--- src/rtl/stage_out_collector.sv ---
// stage_out_collector
//   Sits behind the 4-head attention stage. When a run starts (rising edge of
//   en while IDLE) it waits LAT cycles and then stores every o_stage word into
//   an internal register file, up to and including the word flagged by end_s.
//   It then drains the stored words in order over a valid/ready handshake and
//   pulses done once the final word has been accepted.
//
//   Optional build macro: COLLECT_RELU_EN -- negative words are stored as 0.
//
// Ports
//   clk, rstn          clock (rising edge), asynchronous active-low reset
//   en                 stage enable (a rising edge starts a run)
//   o_stage, end_s     stage result word and last-word marker
//   m_data/m_valid/m_ready/m_last   drain handshake toward the next stage
//   busy               high in WAIT, CAPTURE and DRAIN
//   done               one-cycle pulse after the last drain handshake
//   ovf                sticky: words were dropped because the buffer was full
//   n_words            words stored in the current or last run
module stage_out_collector #(
    parameter int ATT_W = 16,
    parameter int DEPTH = 64,
    parameter int LAT   = 2
) (
    input  logic                       clk,
    input  logic                       rstn,
    input  logic                       en,
    input  logic [ATT_W-1:0]           o_stage,
    input  logic                       end_s,
    output logic [ATT_W-1:0]           m_data,
    output logic                       m_valid,
    input  logic                       m_ready,
    output logic                       m_last,
    output logic                       busy,
    output logic                       done,
    output logic                       ovf,
    output logic [$clog2(DEPTH+1)-1:0] n_words
);
    localparam int NW = $clog2(DEPTH+1);
    localparam int AW = $clog2(DEPTH);
    localparam int LW = $clog2(LAT+1);

    typedef enum logic [1:0] {S_IDLE, S_WAIT, S_CAPTURE, S_DRAIN} state_e;

    state_e           state_q, state_d;
    logic             en_q;
    logic [LW-1:0]    lat_cnt_q, lat_cnt_d;
    logic [NW-1:0]    n_words_q, n_words_d;
    logic [NW-1:0]    rd_ptr_q, rd_ptr_d;
    logic             ovf_q, ovf_d;
    logic             busy_q, busy_d;
    logic             done_q, done_d;
    logic [ATT_W-1:0] mem_q [DEPTH];

    logic             start;
    logic             full;
    logic             at_last;
    logic             mem_we;
    logic [ATT_W-1:0] wdata;

    assign start   = en & ~en_q;
    assign full    = (n_words_q == NW'(DEPTH));
    assign at_last = (rd_ptr_q == n_words_q - NW'(1));

`ifdef COLLECT_RELU_EN
    assign wdata = o_stage[ATT_W-1] ? '0 : o_stage;
`else
    assign wdata = o_stage;
`endif

    // State register
    always_ff @(posedge clk or negedge rstn) begin
        if (!rstn) begin
            state_q   <= S_IDLE;
            en_q      <= 1'b0;
            lat_cnt_q <= '0;
            n_words_q <= '0;
            rd_ptr_q  <= '0;
            ovf_q     <= 1'b0;
            busy_q    <= 1'b0;
            done_q    <= 1'b0;
        end else begin
            state_q   <= state_d;
            en_q      <= en;
            lat_cnt_q <= lat_cnt_d;
            n_words_q <= n_words_d;
            rd_ptr_q  <= rd_ptr_d;
            ovf_q     <= ovf_d;
            busy_q    <= busy_d;
            done_q    <= done_d;
        end
    end

    // The word count doubles as the write pointer: both advance together and
    // both stop once the buffer is full.
    always_ff @(posedge clk) begin
        if (mem_we) mem_q[n_words_q[AW-1:0]] <= wdata;
    end

    // Next-state logic
    always_comb begin
        state_d   = state_q;
        lat_cnt_d = lat_cnt_q;
        n_words_d = n_words_q;
        rd_ptr_d  = rd_ptr_q;
        ovf_d     = ovf_q;
        done_d    = 1'b0;
        mem_we    = 1'b0;
        unique case (state_q)
            S_IDLE: begin
                if (start) begin
                    ovf_d     = 1'b0;
                    n_words_d = '0;
                    rd_ptr_d  = '0;
                    lat_cnt_d = LW'(1);
                    // With LAT == 1 the first word already arrives in the
                    // cycle after the start cycle, so WAIT is skipped.
                    state_d   = (LAT == 1) ? S_CAPTURE : S_WAIT;
                end
            end
            S_WAIT: begin
                if (!en) begin
                    state_d = S_IDLE;
                end else begin
                    lat_cnt_d = lat_cnt_q + LW'(1);
                    // Counter reaching LAT on this edge means the next cycle
                    // (cycle LAT) carries the first valid word.
                    if (lat_cnt_q == LW'(LAT-1)) state_d = S_CAPTURE;
                end
            end
            S_CAPTURE: begin
                // end_s wins over a simultaneous en drop.
                if (en || end_s) begin
                    if (full) begin
                        ovf_d = 1'b1;
                    end else begin
                        mem_we    = 1'b1;
                        n_words_d = n_words_q + NW'(1);
                    end
                    if (end_s) begin
                        state_d  = S_DRAIN;
                        rd_ptr_d = '0;
                    end
                end else begin
                    state_d = S_IDLE;
                end
            end
            S_DRAIN: begin
                if (m_ready) begin
                    rd_ptr_d = rd_ptr_q + NW'(1);
                    if (at_last) begin
                        state_d = S_IDLE;
                        done_d  = 1'b1;
                    end
                end
            end
            default: state_d = S_IDLE;
        endcase
        busy_d = (state_d != S_IDLE);
    end

    // Outputs
    always_comb begin
        m_valid = (state_q == S_DRAIN);
        m_data  = m_valid ? mem_q[rd_ptr_q[AW-1:0]] : '0;
        m_last  = m_valid & at_last;
        busy    = busy_q;
        done    = done_q;
        ovf     = ovf_q;
        n_words = n_words_q;
    end
endmodule

--- config.mk ---
export PLATFORM = sky130hd
export DESIGN_NAME = stage_out_collector
export DESIGN_NICKNAME = d
export VERILOG_FILES = /design/src/rtl/stage_out_collector.sv
export SDC_FILE = /design/constraint.sdc
export NUM_CORES = 1
export LEC_CHECK = 0
export BUFFER_PORTS_ARGS = -buffer_cell sky130_fd_sc_hd__clkbuf_2
export CAP_MARGIN = 20
export CORE_MARGIN = 2
export CORE_UTILIZATION = 55
export CTS_BUF_LIST = sky130_fd_sc_hd__clkbuf_4
export CTS_CLUSTER_SIZE = 25
export DETAILED_ROUTE_END_ITERATION = 16
export HOLD_SLACK_MARGIN = 0.02
export PLACE_DENSITY_LB_ADDON = 0.08
export SETUP_SLACK_MARGIN = 0.3
export SYNTH_ARGS = -nofsm -noshare
export SYNTH_HDL_FRONTEND = slang
export SYNTH_SLANG_ARGS = --single-unit
--- constraint.sdc ---
create_clock -name clk -period 7.1 [get_ports clk]
set_clock_uncertainty 0.2 [all_clocks]
set_input_delay 1.42 -clock clk [delete_from_list [all_inputs] [get_ports clk]]
set_output_delay 1.42 -clock clk [all_outputs]
set_load 0.01 [all_outputs]
==> results of run 1 <==
==> metrics by stage <==
step,utilization (%),area (µm²),cells,setup WS (ns)
final,62.29,45450,3386,0.7373
after global routing,62.29,45450,3385,0.6243
after CTS,62.29,45440,3384,0.6351
after detailed placement,57.95,42280,2959,1.835
after global placement,57.93,42260,2958,1.374
after floorplan,-,40520,1958,3.408
==> worst min path at each step <==
stage                               to  depth (start not counted)          from  slack [ns]
after floorplan           lat_cnt_q[1]                          2  lat_cnt_q[1]        0.25
after global placement    lat_cnt_q[1]                          2  lat_cnt_q[1]        0.26
after detailed placement  lat_cnt_q[1]                          2  lat_cnt_q[1]        0.29
after CTS                  rd_ptr_q[2]                          1          rstn        0.06
after global routing        n_words[2]                          1          rstn        0.12
final                       n_words[4]                          1          rstn        0.15
==> registers in the layout, summed over array words and instances (netlist names) <==
signal / flops
state_q: 2
rd_ptr_q: 7
lat_cnt_q: 2
done: 1
n_words: 7
ovf: 1
mem_q: 1024
busy: 1
en_q: 1
==> placed cells by master, fill, tap and decap left out, types with 40 or more instances in the layout <==
cell / count
nand2_1: 66
mux2i_1: 83
buf_4: 98
edfxtp_1: 1024
clkbuf_2: 48
mux4_2: 218
clkbuf_4: 383
nor2_1: 97
a22oi_1: 69
a21oi_1: 40
==> area by class of cell <==
| cell class | instances | share of cell area [%] |
|---|---|---|
| well taps | 959 | 2.640 |
| clock buffers | 383 | 6.326 |
| clock inverters | 42 | 0.6414 |
| inverters | 7 | 0.05781 |
| diodes | 2 | 0.01101 |
| repair buffers | 151 | 2.357 |
| flip-flops and latches | 1046 | 68.90 |
| multi-input cells | 796 | 19.07 |
==> logic make-up (layout without fill, tap and decap cells) <==
family / count (synthesis) / in the layout / share of synthesized area (%)
adder cells (fa/ha/maj): 5 / 5 / 0.1544
flip-flops: 1046 / 1046 / 77.26
multiplexers: 302 / 302 / 14.20
XOR/XNOR: 12 / 12 / 0.2594
other: 0 / 2 / 0
AND/OR/NAND/NOR: 240 / 240 / 2.702
buffers and inverters: 116 / 583 / 1.365
AO/OA/AOI/OAI: 237 / 237 / 4.067
==> layer usage <==
metal | part of all wire (%) | track usage [%] | wire (µm) | vias up
met2 | 45 | 38.64 | 45430 | 1115
met4 | 2.3 | 9.403 | 2337 | 0
met5 | 0 | 0 | 0 | -
li1 | - | - | - | 8947
met3 | 9.9 | 7.038 | 9914 | 140
met1 | 42 | 40.98 | 42330 | 11160
==> power by group <==
group | internal [W] | switching (W)
clock network | 0.00263 | 0.00226
logic | 0.00106 | 0.00126
registers | 0.00684 | 0.000137
total | 0.0105 | 0.00366
==> critical path, cell delays in order, from the launching register on <==
cell and delay, ns:
dfrtp_4 0.78, buf_12 0.49, mux4_2 0.64, a221oi_1 0.74, a21oi_1 0.29, nand2_1 0.31
nand2_1 0.14, clkbuf_2 0.15
==> metrics.md, run 1 <==
| Metric | Value |
|---|---|
| Wire per inst | `29.54 µm` |
| Setup crit end | `m_data[9]` |
| Root buffer selected by CTS | `clkbuf_4` |
| Synthesized instance count | `1958` |
| Initial antenna violation count | `2` |
| Drt via density | `6.309` |
| Leak | `14.46 nW` |
| First-pass detailed-route iteration total | `5` |
| Detailed placement HPWL | `57150 µm` |
| Area added between synthesis and finish | `12.18%` |
| Peak supply drop | `0.2408 mV` |
| First-pass GRT wire length | `143900 µm` |
| Port buffer count | `48` |
| Total power | `0.01419 W` |
| Slew HR | `26.74%` |
| Sequential fraction of the synthesis area | `77.26%` |
| FF+latch area | `31310 µm²` |
| CP Capture Type | `primary output` |
| Setup Buffers After CTS | `0` |
| Flop-to-flop setup slack | `3.29 ns` |
| Main synth FF type | `edfxtp_1` |
| Routed WL | `100000 µm` |
| Worst-path clk slew | `0.07 ns` |
| Core area | `72960 µm²` |
| Yosys Warn Count | `0` |
| Antenna Nets Post-Route | `0` |
| Initial Utilization | `55.53%` |
| Ranking of synthesized cells by area | `edfxtp_1, mux4_2, mux2i_1, dfrtp_1, a22oi_1` |
| Max-cap viol count | `0` |
| Via Count | `21360` |
| CTS tree | `done` |
| DIE WIDTH | `275.4 µm` |
| GRT overflow | `0` |
| WS Path Type | `flop to primary output` |
| Clk buf depth | `4` |
| Post-CTS Resized | `0` |
| Net count, final | `2308` |
| R2r endpoint | `mem_q[12][7]` |
| GRT Util Overall | `27.05%` |
| Die Y | `275.4 µm` |
| Max-slew violations | `0` |
| Required time worst endpoint | `5.48 ns` |
| Vias in the first global route | `21350` |
| Die area | `75850 µm²` |
| Post-synthesis average cell area | `20.69 µm²` |
| H-tree depth | `5` |
| Status | `complete, no violations` |
| Synth area leader | `edfxtp_1` |
| Setup TNS | `0 ns` |
| CTS Buf Count | `280` |
| Syn Nets | `1984` |
| Pwr dens | `312.3 nW/µm²` |
| RSZ-0062 raised after global routing | `false` |
| Clk sinks | `1046` |
| Worst Hold Class | `input port to asynchronous set/reset pin` |
| Max Freq | `157.2 MHz` |
| Skew-Pair Late Insertion Delay | `1.06 ns` |
| I/O Pins | `49` |
| Post-layout min period | `6.363 ns` |
| # fillers | `5286` |
| Initial DRC count | `2697` |
| Netlist Area Pre-Place | `40520 µm²` |
| Reg-to-reg startpoint | `n_words[1]` |
| # rows | `99` |
| Crit path launch type | `flop` |
| Synthesized flop and latch total | `1046` |
| Worst slew pin tran | `1.099 ns` |
| R2R cell count | `9` |
| Final Setup Violations | `0` |
| Synth top area share | `75.90%` |
| Async set-or-reset flop fraction in the synthesized netlist | `2.103%` |
| DRC viols | `0` |
| Worst Path Arrival | `4.74 ns` |
| Origin of the worst setup path | `rd_ptr_q[0]` |
| Crit-path max FO | `70` |
| Proportion of layout cells with a drive suffix above 1 | `32.04%` |
| Hold-fix buffers at CTS | `0` |
| Hold_ws | `0.1455 ns` |
| Top cells by count, synth | `edfxtp_1, mux4_2, nor2_1` |
| Fin crit share | `89.62%` |
| GP Congestion | `0.8315` |
| Area of the multi-input gates | `8667 µm²` |
| Most common cell in the netlist | `edfxtp_1` |
| Post-synthesis cell type count | `55` |
| Endpoints failing hold | `0` |
| Largest net degree at the start of global routing | `74` |
| Number of synthesized flops with an enable pin | `1024` |
(Power assumes the default switching activity.)
==> run 2: changes to the inputs <==
--- a/config.mk
+++ b/config.mk
@@ -14,6 +14,7 @@
 export DETAILED_ROUTE_END_ITERATION = 16
 export HOLD_SLACK_MARGIN = 0.02
 export PLACE_DENSITY_LB_ADDON = 0.08
+export RECOVER_POWER = 100
 export SETUP_SLACK_MARGIN = 0.3
 export SYNTH_ARGS = -nofsm -noshare
 export SYNTH_HDL_FRONTEND = slang
==> run 2 against run 1 <==
Compared with the run above: the flow now finishes with violations (capacitance limit, slew limit); clock-buffer cell count unchanged; die area unchanged; design area down 0.80%; critical path type unchanged; critical endpoint is now m_data[0].
==> metrics.md, run 2 (same netlist as run 1, synthesis figures left out) <==
| Metric | Value |
|---|---|
| Proportion of layout cells with a drive suffix above 1 | `27.63% (was 32.04%)` |
| Worst Path Buf+Inv | `2 (unchanged)` |
| First-pass GRT wire length | `143900 µm (unchanged)` |
| Hold_ws | `0.2937 ns (was 0.1455 ns)` |
| Final Setup Violations | `0 (unchanged)` |
| Length of routed met3 wiring | `10320 µm (was 9914 µm)` |
| Cell Area, Placed | `42280 µm² (unchanged)` |
| Vias in the first global route | `21350 (unchanged)` |
| Fin crit share | `90.84% (was 89.62%)` |
| Largest net degree at the start of global routing | `74 (unchanged)` |
| Max Freq | `155.1 MHz (was 157.2 MHz)` |
| Port buffer count | `48 (unchanged)` |
| Endpoints failing hold | `0 (unchanged)` |
| GRT Util Overall | `27.05% (unchanged)` |
| Initial DRC count | `2500 (was 2697)` |
| Switching Fraction | `25.74% (was 25.81%)` |
| Detailed placement HPWL | `57150 µm (unchanged)` |
| Clk pwr share | `34.5% (about the same)` |
| Setup Buffers After CTS | `0 (unchanged)` |
| Slew HR | `-149.7% (was 26.74%)` |
| GRT overflow | `0 (unchanged)` |
| Failing checks | `capacitance limit, slew limit` |
| Sequential share of power | `49.3% (was 49.2%)` |
| Power Internal | `0.01053 W (about the same)` |
| GP Congestion | `0.8315 (unchanged)` |
| Die Y | `275.4 µm (unchanged)` |
| Post-CTS Resized | `0 (unchanged)` |
| Worst Hold Class | `flop to flop (was input port to asynchronous set/reset pin)` |
| RSZ-0062 raised after global routing | `false (unchanged)` |
| Routed WL | `100200 µm (was 100000 µm)` |
| Initial antenna violation count | `2 (unchanged)` |
| DRC viols | `0 (unchanged)` |
| H-tree depth | `5 (unchanged)` |
| Setup TNS | `0 ns (unchanged)` |
| WS Path Type | `flop to primary output (unchanged)` |
| Crit-path max FO | `33 (was 70)` |
| # rows | `99 (unchanged)` |
| Max-slew violations | `1040 (was 0)` |
| Skew-Pair Late Insertion Delay | `1.05 ns (was 1.06 ns)` |
| Number of flip-flops in the largest register | `1024 (unchanged)` |
| Commonest cells after routing, fill and taps aside | `edfxtp_1, clkbuf_4, mux4_2 (unchanged)` |
| DRT met1 WL | `41810 µm (was 42330 µm)` |
| Clk buf depth | `4 (unchanged)` |
| Wire per inst | `29.59 µm (was 29.54 µm)` |
| Net count, final | `2308 (unchanged)` |
| Pwr dens | `314.7 nW/µm² (was 312.3 nW/µm²)` |
| Drt via density | `6.309 (about the same)` |
| Net load switching power | `0.003651 W (was 0.003663 W)` |
| Worst Path Arrival | `4.83 ns (was 4.74 ns)` |
| Core area | `72960 µm² (unchanged)` |
| Crit path cell chain | `clkbuf_2 -> mux4_2 -> o21ai_0 -> a21oi_1 -> o21ai_0 -> o21ai_0 -> clkbuf_2 (was buf_12 -> mux4_2 -> a221oi_1 -> a21oi_1 -> nand2_1 -> nand2_1 -> clkbuf_2)` |
| Leak | `14.05 nW (was 14.46 nW)` |
| DIE WIDTH | `275.4 µm (unchanged)` |
| Worst-path clk slew | `0.06 ns (was 0.07 ns)` |
| Top cell by count, worst path | `o21ai_0 (was nand2_1)` |
| Routed wl met2 | `45630 µm (was 45430 µm)` |
| Root buffer selected by CTS | `clkbuf_4 (unchanged)` |
| Hold-fix buffers at CTS | `0 (unchanged)` |
| Max-cap viol count | `16 (was 0)` |
| Initial Utilization | `55.53% (unchanged)` |
| CP Capture Type | `primary output (unchanged)` |
| CTS Buf Count | `280 (unchanged)` |
| CTS tree | `done (unchanged)` |
| Clk sinks | `1046 (unchanged)` |
| Top delay family on crit path | `buffers and inverters (was compound AO/OA/AOI/OAI gates)` |
| Via Count | `21370 (was 21360)` |
| Peak supply drop | `0.2366 mV (was 0.2408 mV)` |
| # fillers | `5373 (was 5286)` |
| Crit path launch type | `flop (unchanged)` |
| Commonest non-fill, non-tap cell in the layout | `edfxtp_1 (unchanged)` |
| Post-layout min period | `6.449 ns (was 6.363 ns)` |
| DR top layer | `met4 (unchanged)` |
| Critical Path Max Stage Delay | `1.03 ns (was 0.78 ns)` |
| Worst slew pin tran | `3.746 ns (was 1.099 ns)` |
| Combinational share of power | `16.2% (was 16.4%)` |
| Required time worst endpoint | `5.48 ns (about the same)` |
| Area added between synthesis and finish | `11.28% (was 12.18%)` |
| I/O Pins | `49 (unchanged)` |
| Post-route design area | `45080 µm² (was 45450 µm²)` |
| Antenna Nets Post-Route | `0 (unchanged)` |
| First-pass detailed-route iteration total | `6 (was 5)` |
| Crit-path slowest cell | `clkbuf_2 (was dfrtp_4)` |
| Status | `finished, violations left (was complete, no violations)` |
| Die area | `75850 µm² (unchanged)` |
[run 2: cell count changes in the layout (fill, tap and decap cells not counted), sizes merged]
cell	before	now
buf	103	20
clkbuf	431	514
diode	2	3
[run 2: worst reg2reg max path: cells and delay by family (launching register included)]
kind	cells	cell delay [ns]
buffers and inverters	1	0.76
DFF	1	0.63
and+or+nand+nor	6	2.52
[run 2: per-stage QoR]
stage	instances	util, %	total power (W)	setup WS [ns]
after floorplan	1958	-	0.008751	3.408
after global placement	2958	57.93	0.009420	1.374
after detailed placement	2959	57.95	0.009445	1.835
after CTS	3384	62.29	0.01434	0.6351
after global routing	3385	61.79	0.01480	0.3246
final	3387	61.79	0.01419	0.6506
[run 2: path summary, 6_finish.rpt]
kind / startpoint / endpoint / slack, ns / depth (start not counted)
worst max-delay path: rd_ptr_q[0] / m_data[0] / 0.65 / 7
worst min-delay path: lat_cnt_q[1] / lat_cnt_q[1] / 0.29 / 2
worst max register to register: n_words[3] / mem_q[12][10] / 2.58 / 7
worst min register to register: lat_cnt_q[1] / lat_cnt_q[1] / 0.29 / 2
max in group asynchronous: rstn / rd_ptr_q[1] / 5.38 / 1
min in group asynchronous: rstn / rd_ptr_q[2] / 0.41 / 1
[run 2: routing by layer]
metal | vias to the layer above | track usage (%)
met5 | - | 0
met1 | 11130 | 40.98
met4 | 0 | 9.403
met3 | 147 | 7.038
li1 | 8942 | -
met2 | 1144 | 38.64
[run 2: area by class of cell]
class	instances	area [µm²]	share of cell area, %
sequential	1046	31310	69.45
tap	959	1200	2.661
clock buffer	383	2875	6.377
multi-input combinational	796	8638	19.16
inverter	7	26.28	0.05828
timing repair buffer	151	733.2	1.626
clock inverter	42	291.5	0.6466
antenna	3	7.507	0.01665
[run 2: power groups by stage]
stage          logic [W]  registers (W)  clock network, W
3_3_place_gp     0.00232        0.00710                 0
5_1_grt          0.00246        0.00700           0.00533
2_1_floorplan    0.00176        0.00699                 0
3_5_place_dp     0.00234        0.00711                 0
4_1_cts          0.00234        0.00698           0.00502
6_report         0.00230        0.00699           0.00489
